==> src/rtl/aes_sb_pkg.sv <==
// Shared types and helpers for the multi-channel AES result scoreboard.
package aes_sb_pkg;

    localparam int AES_BLK_W = 128;
    // Counter arithmetic is done at this width, then truncated to CNT_W.
    localparam int SAT_W     = 64;

    // LSB position of channel ch in a flat bus of w-bit words.
    function automatic int unsigned ch_lsb(input int unsigned ch, input int unsigned w);
        return ch * w;
    endfunction

    // a + b clamped to max; the extra sum bit keeps the carry visible.
    function automatic logic [SAT_W-1:0] sat_add(input logic [SAT_W-1:0] a,
                                                 input logic [SAT_W-1:0] b,
                                                 input logic [SAT_W-1:0] max);
        logic [SAT_W:0] sum;
        sum = {1'b0, a} + {1'b0, b};
        if (sum > {1'b0, max}) begin
            return max;
        end
        return sum[SAT_W-1:0];
    endfunction

endpackage

==> src/rtl/sb_exp_fifo.sv <==
// Expected-value FIFO for one scoreboard channel. Pointers carry an extra
// MSB so full and empty are distinguishable at occupancy DEPTH and 0.
// A push while full is accepted only when a pop happens in the same cycle.
module sb_exp_fifo #(
    parameter int DATA_W = 128,
    parameter int DEPTH  = 8
) (
    input  logic              clk,
    input  logic              rst_n,
    input  logic              clr,
    input  logic              push,
    input  logic              pop,
    input  logic [DATA_W-1:0] din,
    output logic              full,
    output logic              empty,
    output logic [DATA_W-1:0] dout
);
    localparam int AW = $clog2(DEPTH);
    localparam logic [AW:0] PTR_ONE = {{AW{1'b0}}, 1'b1};

    logic [AW:0]       wr_ptr_q, wr_ptr_d;
    logic [AW:0]       rd_ptr_q, rd_ptr_d;
    logic              wr_en;
    logic [DATA_W-1:0] mem_q [DEPTH];

    assign empty = (wr_ptr_q == rd_ptr_q);
    assign full  = (wr_ptr_q[AW] != rd_ptr_q[AW]) &&
                   (wr_ptr_q[AW-1:0] == rd_ptr_q[AW-1:0]);
    assign dout  = mem_q[rd_ptr_q[AW-1:0]];

    // Next pointers; clear empties the FIFO and overrides any traffic.
    always_comb begin
        wr_ptr_d = wr_ptr_q;
        rd_ptr_d = rd_ptr_q;
        wr_en    = 1'b0;
        if (clr) begin
            wr_ptr_d = '0;
            rd_ptr_d = '0;
        end else begin
            if (push && (!full || pop)) begin
                wr_en    = 1'b1;
                wr_ptr_d = wr_ptr_q + PTR_ONE;
            end
            if (pop && !empty) begin
                rd_ptr_d = rd_ptr_q + PTR_ONE;
            end
        end
    end

    // Pointer registers.
    always_ff @(posedge clk or negedge rst_n) begin
        if (!rst_n) begin
            wr_ptr_q <= '0;
            rd_ptr_q <= '0;
        end else begin
            wr_ptr_q <= wr_ptr_d;
            rd_ptr_q <= rd_ptr_d;
        end
    end

    // Storage; contents are don't-care while empty, so no reset.
    always_ff @(posedge clk) begin
        if (wr_en) begin
            mem_q[wr_ptr_q[AW-1:0]] <= din;
        end
    end

endmodule

==> src/rtl/aes_scoreboard_mc.sv <==
// Multi-channel in-order scoreboard: one expected FIFO per channel, chip
// results compared against the FIFO head, saturating global counters.
// Optional first-mismatch capture enabled by defining SB_ERR_LOG_EN.
module aes_scoreboard_mc
    import aes_sb_pkg::*;
#(
    parameter int NUM_CH = 2,
    parameter int DATA_W = AES_BLK_W,
    parameter int DEPTH  = 8,
    parameter int CNT_W  = 32,
    localparam int ERR_CH_W = (NUM_CH > 1) ? $clog2(NUM_CH) : 1
) (
    input  logic                     clk,
    input  logic                     rst_n,
    input  logic                     clr,
    input  logic [NUM_CH-1:0]        exp_vld,
    input  logic [NUM_CH*DATA_W-1:0] exp_data,
    input  logic [NUM_CH-1:0]        chip_vld,
    input  logic [NUM_CH*DATA_W-1:0] chip_data,
    output logic [CNT_W-1:0]         total,
    output logic [CNT_W-1:0]         correct,
    output logic [CNT_W-1:0]         orphan,
    output logic [NUM_CH-1:0]        ovf,
    output logic                     mismatch,
    output logic                     idle
`ifdef SB_ERR_LOG_EN
    ,
    output logic [ERR_CH_W-1:0]      err_ch,
    output logic [DATA_W-1:0]        err_exp,
    output logic [DATA_W-1:0]        err_act,
    output logic                     err_vld
`endif
);
    localparam logic [SAT_W-1:0] CNT_MAX = SAT_W'({CNT_W{1'b1}});

    logic [NUM_CH-1:0]             push, pop, cmp, hit, orph;
    logic [NUM_CH-1:0]             fifo_full, fifo_empty;
    logic [NUM_CH-1:0][DATA_W-1:0] fifo_dout;
    logic [NUM_CH-1:0][DATA_W-1:0] act;
    logic [SAT_W-1:0]              n_cmp, n_hit, n_orph;

    logic [CNT_W-1:0]  total_q, total_d, correct_q, correct_d, orphan_q, orphan_d;
    logic [NUM_CH-1:0] ovf_q, ovf_d;
    logic              mismatch_q, mismatch_d;

    for (genvar c = 0; c < NUM_CH; c++) begin : g_ch
        sb_exp_fifo #(.DATA_W(DATA_W), .DEPTH(DEPTH)) u_fifo (
            .clk   (clk),
            .rst_n (rst_n),
            .clr   (clr),
            .push  (push[c]),
            .pop   (pop[c]),
            .din   (exp_data[ch_lsb(c, DATA_W) +: DATA_W]),
            .full  (fifo_full[c]),
            .empty (fifo_empty[c]),
            .dout  (fifo_dout[c])
        );
    end

    // Per-channel push/pop/compare decisions and their population counts.
    // A push into an empty FIFO is not visible to a same-cycle chip result.
    always_comb begin
        n_cmp  = '0;
        n_hit  = '0;
        n_orph = '0;
        for (int c = 0; c < NUM_CH; c++) begin
            act[c]  = chip_data[ch_lsb(c, DATA_W) +: DATA_W];
            push[c] = exp_vld[c] & ~clr;
            pop[c]  = chip_vld[c] & ~fifo_empty[c] & ~clr;
            cmp[c]  = pop[c];
            hit[c]  = pop[c] && (fifo_dout[c] == act[c]);
            orph[c] = chip_vld[c] & fifo_empty[c] & ~clr;
            n_cmp   = n_cmp  + SAT_W'(cmp[c]);
            n_hit   = n_hit  + SAT_W'(hit[c]);
            n_orph  = n_orph + SAT_W'(orph[c]);
        end
    end

    // Next counter and sticky-flag values; clear takes priority.
    always_comb begin
        total_d    = CNT_W'(sat_add(SAT_W'(total_q),   n_cmp,  CNT_MAX));
        correct_d  = CNT_W'(sat_add(SAT_W'(correct_q), n_hit,  CNT_MAX));
        orphan_d   = CNT_W'(sat_add(SAT_W'(orphan_q),  n_orph, CNT_MAX));
        ovf_d      = ovf_q | (exp_vld & fifo_full & ~pop);
        mismatch_d = mismatch_q | (|(cmp & ~hit));
        if (clr) begin
            total_d    = '0;
            correct_d  = '0;
            orphan_d   = '0;
            ovf_d      = '0;
            mismatch_d = 1'b0;
        end
    end

    // Counter and sticky-flag registers.
    always_ff @(posedge clk or negedge rst_n) begin
        if (!rst_n) begin
            total_q    <= '0;
            correct_q  <= '0;
            orphan_q   <= '0;
            ovf_q      <= '0;
            mismatch_q <= 1'b0;
        end else begin
            total_q    <= total_d;
            correct_q  <= correct_d;
            orphan_q   <= orphan_d;
            ovf_q      <= ovf_d;
            mismatch_q <= mismatch_d;
        end
    end

    assign total    = total_q;
    assign correct  = correct_q;
    assign orphan   = orphan_q;
    assign ovf      = ovf_q;
    assign mismatch = mismatch_q;
    assign idle     = &fifo_empty;

`ifdef SB_ERR_LOG_EN
    logic [ERR_CH_W-1:0] err_ch_q, err_ch_d;
    logic [DATA_W-1:0]   err_exp_q, err_exp_d, err_act_q, err_act_d;
    logic                err_vld_q, err_vld_d;

    // Capture only the first failing compare; descending scan leaves the
    // lowest failing channel selected.
    always_comb begin
        err_ch_d  = err_ch_q;
        err_exp_d = err_exp_q;
        err_act_d = err_act_q;
        err_vld_d = err_vld_q;
        if (clr) begin
            err_ch_d  = '0;
            err_exp_d = '0;
            err_act_d = '0;
            err_vld_d = 1'b0;
        end else if (!err_vld_q) begin
            for (int c = NUM_CH - 1; c >= 0; c--) begin
                if (cmp[c] && !hit[c]) begin
                    err_ch_d  = ERR_CH_W'(c);
                    err_exp_d = fifo_dout[c];
                    err_act_d = act[c];
                    err_vld_d = 1'b1;
                end
            end
        end
    end

    // Error log registers.
    always_ff @(posedge clk or negedge rst_n) begin
        if (!rst_n) begin
            err_ch_q  <= '0;
            err_exp_q <= '0;
            err_act_q <= '0;
            err_vld_q <= 1'b0;
        end else begin
            err_ch_q  <= err_ch_d;
            err_exp_q <= err_exp_d;
            err_act_q <= err_act_d;
            err_vld_q <= err_vld_d;
        end
    end

    assign err_ch  = err_ch_q;
    assign err_exp = err_exp_q;
    assign err_act = err_act_q;
    assign err_vld = err_vld_q;
`endif

endmodule
==> config.mk <==
export PLATFORM = sky130hd
export DESIGN_NAME = aes_scoreboard_mc
export DESIGN_NICKNAME = d
export VERILOG_FILES = /design/src/rtl/aes_sb_pkg.sv /design/src/rtl/sb_exp_fifo.sv /design/src/rtl/aes_scoreboard_mc.sv
export SDC_FILE = /design/constraint.sdc
export NUM_CORES = 2
export LEC_CHECK = 0
export CORE_MARGIN = 10
export CORE_UTILIZATION = 40
export CTS_BUF_LIST = sky130_fd_sc_hd__clkbuf_8
export CTS_CLUSTER_DIAMETER = 150
export DETAILED_ROUTE_END_ITERATION = 7
export DONT_BUFFER_PORTS = 1
export HOLD_SLACK_MARGIN = 0.15
export PLACE_DENSITY = 0.65
export REMOVE_ABC_BUFFERS = 1
export SYNTH_ARGS = -nofsm -noshare
export SYNTH_HDL_FRONTEND = slang
export SYNTH_HIERARCHICAL = 1
export SYNTH_SLANG_ARGS = --single-unit
export TNS_END_PERCENT = 20
==> constraint.sdc <==
create_clock -name clk -period 19.7 [get_ports clk]
set_clock_uncertainty 0.1 [all_clocks]
set_input_delay 3.94 -clock clk [delete_from_list [all_inputs] [get_ports clk]]
set_output_delay 3.94 -clock clk [all_outputs]
set_load 0.02 [all_outputs]
==> results.tsv <==
metric	value	unit
status	finished, final reports clean	
ys_ff_latch	2163	
coreArea	215000	µm²
ys_seq_area_frac	0.747	
setup_viol	0	
path_clk_slew	0.06	ns
die_w	484	µm
dp_hpwl	118	mm
highest_layer	met5	
numPortBuffers	0	
yosys.area.top_type	edfxtp_1	
syn_to_final_growth	11.3	%
cts_sinks	2163	
dr_wl_met3	19.9	mm
clkLatencyLatePin	1.04	ns
hold_class	flip-flop to flip-flop	
root_buffer	clkbuf_8	
maxCapViolations	0	
slew_headroom	0.0954	
drv_slew	0	
fin_crit	9.32	ns
gp_congestion	0.764	
synth_top_area_frac	0.713	
p_total	0.00883	W
rsz0062_at_grt	false	
initial_core_util	0.402	
min_period_over_period	0.473	
design_area	95900	µm²
syn_area	86200	µm²
grt_pass1_wl	294	mm
num_rows	170	
ys.flop_type	edfxtp_1	
syn_avg_cell_area	21.6	µm²
clockBufferDepth	4	
drtIter0Drc	3011	
grt_pass1_vias	42200	
wl	203	mm
vias	40000	
antenna_found_initial	18	
synth_cell_types	68	
synthTopCellsByArea	edfxtp_1 (71%), mux4_2 (11%), mux2_2 (3.3%)	
nets	4772	
grt_start_max_net_pins	143	
yosysWarnings	6	
postCtsHoldBufs	0	
design.die.area	235000	µm²
synth_cells	3996	
p_leak	29.5	nW
crit_fanout	95	
cts_max_level	5	
max_freq	107	MHz
place_area	89500	µm²
boundaryPins	619	
tightest_slew	1.34	ns
post_cts.repair.setup_buffers	0	
cts_resized	0	
dr_wl_met2	98.8	mm
ant_nets	0	
cts_tree	yes	
layout-drive-gt1-share	0.265	
arrival	10.13	ns
wl_met1	76.8	mm
die_y	484	µm
drc_errors	0	
powerDensity	92.0	nW/µm²
vdd_drop_max	0.0925	mV
dp_cells	6711	
synthArstFlopShare	0.0532	
drt-wirelength-per-cell	27.6	µm
track_usage	0.169	
holdWs	0.517	ns
gr-total-overflow	0	
hold_viol	0	
cp-start-kind	flip-flop	
end_kind	flip-flop	
cts_buffers	367	
fillers	17900	
setup.worst_path.class	flip-flop to flip-flop	
finalSetupTns	0	ns
drtPass1Iterations	7	
required	20.52	ns
layout.cells.non_filler	7348	
synth_top_cells_by_count	edfxtp_1 (2,048), mux4_2 (410), xnor2_1 (263), mux2_2 (256), dfrtp_1 (115)	
yosysMostFrequentCell	edfxtp_1	
synth_edf_count	2048	
routed_via_density	5.45	
routing by layer:
metal,GRT usage,vias to the layer above
li1,-,17100
met1,0.201,21300
met2,0.274,1291
met3,0.0670,325
met4,0.0695,8
met5,0,-
state kept, by name, indices dropped and copies added, names as in the netlist:
register              cells
correct                  32
total                    32
g_ch.u_fifo/rd_ptr_q      8
orphan                   32
g_ch.u_fifo/mem_q      2048
ovf                       2
mismatch                  1
g_ch.u_fifo/wr_ptr_q      8
power breakdown:
group / switching (W) / total (W) / internal [W] / leakage [nW]
Sequential: 0.0000143 / 0.00508 / 0.00507 / 20.0
Combinational: 0.0000919 / 0.000187 / 0.0000949 / 5.74
Clock: 0.00171 / 0.00356 / 0.00185 / 3.73
worst paths after layout:
path | startpoint | slack (ns) | endpoint | depth (start not counted)
worst max-delay path | g_ch[0].u_fifo/rd_ptr_q[0] | 10.38 | correct[29] | 19
worst min-delay path | g_ch[1].u_fifo/rd_ptr_q[3] | 0.52 | g_ch[1].u_fifo/rd_ptr_q[3] | 2
worst max register to register | g_ch[0].u_fifo/rd_ptr_q[0] | 10.38 | correct[29] | 19
worst min register to register | g_ch[1].u_fifo/rd_ptr_q[3] | 0.52 | g_ch[1].u_fifo/rd_ptr_q[3] | 2
max in group asynchronous | rst_n | 16.62 | total[16] | 0
min in group asynchronous | rst_n | 2.53 | orphan[17] | 0
final cells by class:
type,count,area [µm²],area share
diodes,16,40.0,0.000417
clock buffers,379,5220,0.0544
clock inverters,242,1150,0.0120
inverters,41,154,0.00160
multi-input cells,1616,20900,0.217
flip-flops and latches,2163,64400,0.671
well taps,2838,3550,0.0370
repair buffers,53,561,0.00584
stage by stage:
step           setup WS [ns]  utilization
2_1_floorplan          -4.12            -
3_3_place_gp            9.97        0.417
3_5_place_dp            9.95        0.417
4_1_cts                10.13        0.447
5_1_grt                 9.60        0.447
6_report               10.38        0.447
layout by cell type (no fill, tap or decap), types with 15 or more instances in the layout:
cell	synthesis	final
mux4_2	410	410
nand3_1	32	32
nand2_1	53	53
clkbuf_8	0	379
nor3_1	23	15
nor4_1	29	25
diode_2	0	16
dfrtp_1	115	109
clkinv_1	0	70
clkinv_2	0	27
nand4_1	81	81
nor2_1	61	55
xor2_1	68	68
buf_4	1	40
mux2_2	256	256
edfxtp_1	2048	2048
xnor2_1	263	263
inv_1	41	168
mux4_1	102	102
a21oi_1	94	94
worst max-delay path, cell delays in order, from the launching register on:
cell and delay [ns]:
dfrtp_4 0.98, buf_12 0.62, buf_4 0.77, buf_4 0.77, mux4_1 0.66, mux2_2 0.30, xnor2_1 0.15, nand4_1 0.14
nor4_1 0.89, nand4_1 0.27, nor4_2 0.67, nand2_1 0.32, fa_1 0.49, inv_1 0.09, ha_1 0.22, nand2_1 0.19
nor4_2 0.23, nand2_1 0.68, nand3_1 0.31, o211a_1 0.18
logic make-up (layout without fill, tap and decap cells):
logic type,after synthesis,after routing,share of synthesized area
other,0,16,0
muxes,774,774,0.172
and+or+nand+nor,352,352,0.0226
AOI/OAI and AO/OA,148,148,0.0102
adders and majority gates,11,11,0.00186
DFF,2163,2163,0.747
buffers and inverters,217,715,0.0128
xor gates and xnor gates,331,331,0.0336
Power figures use the tool's default switching activity.
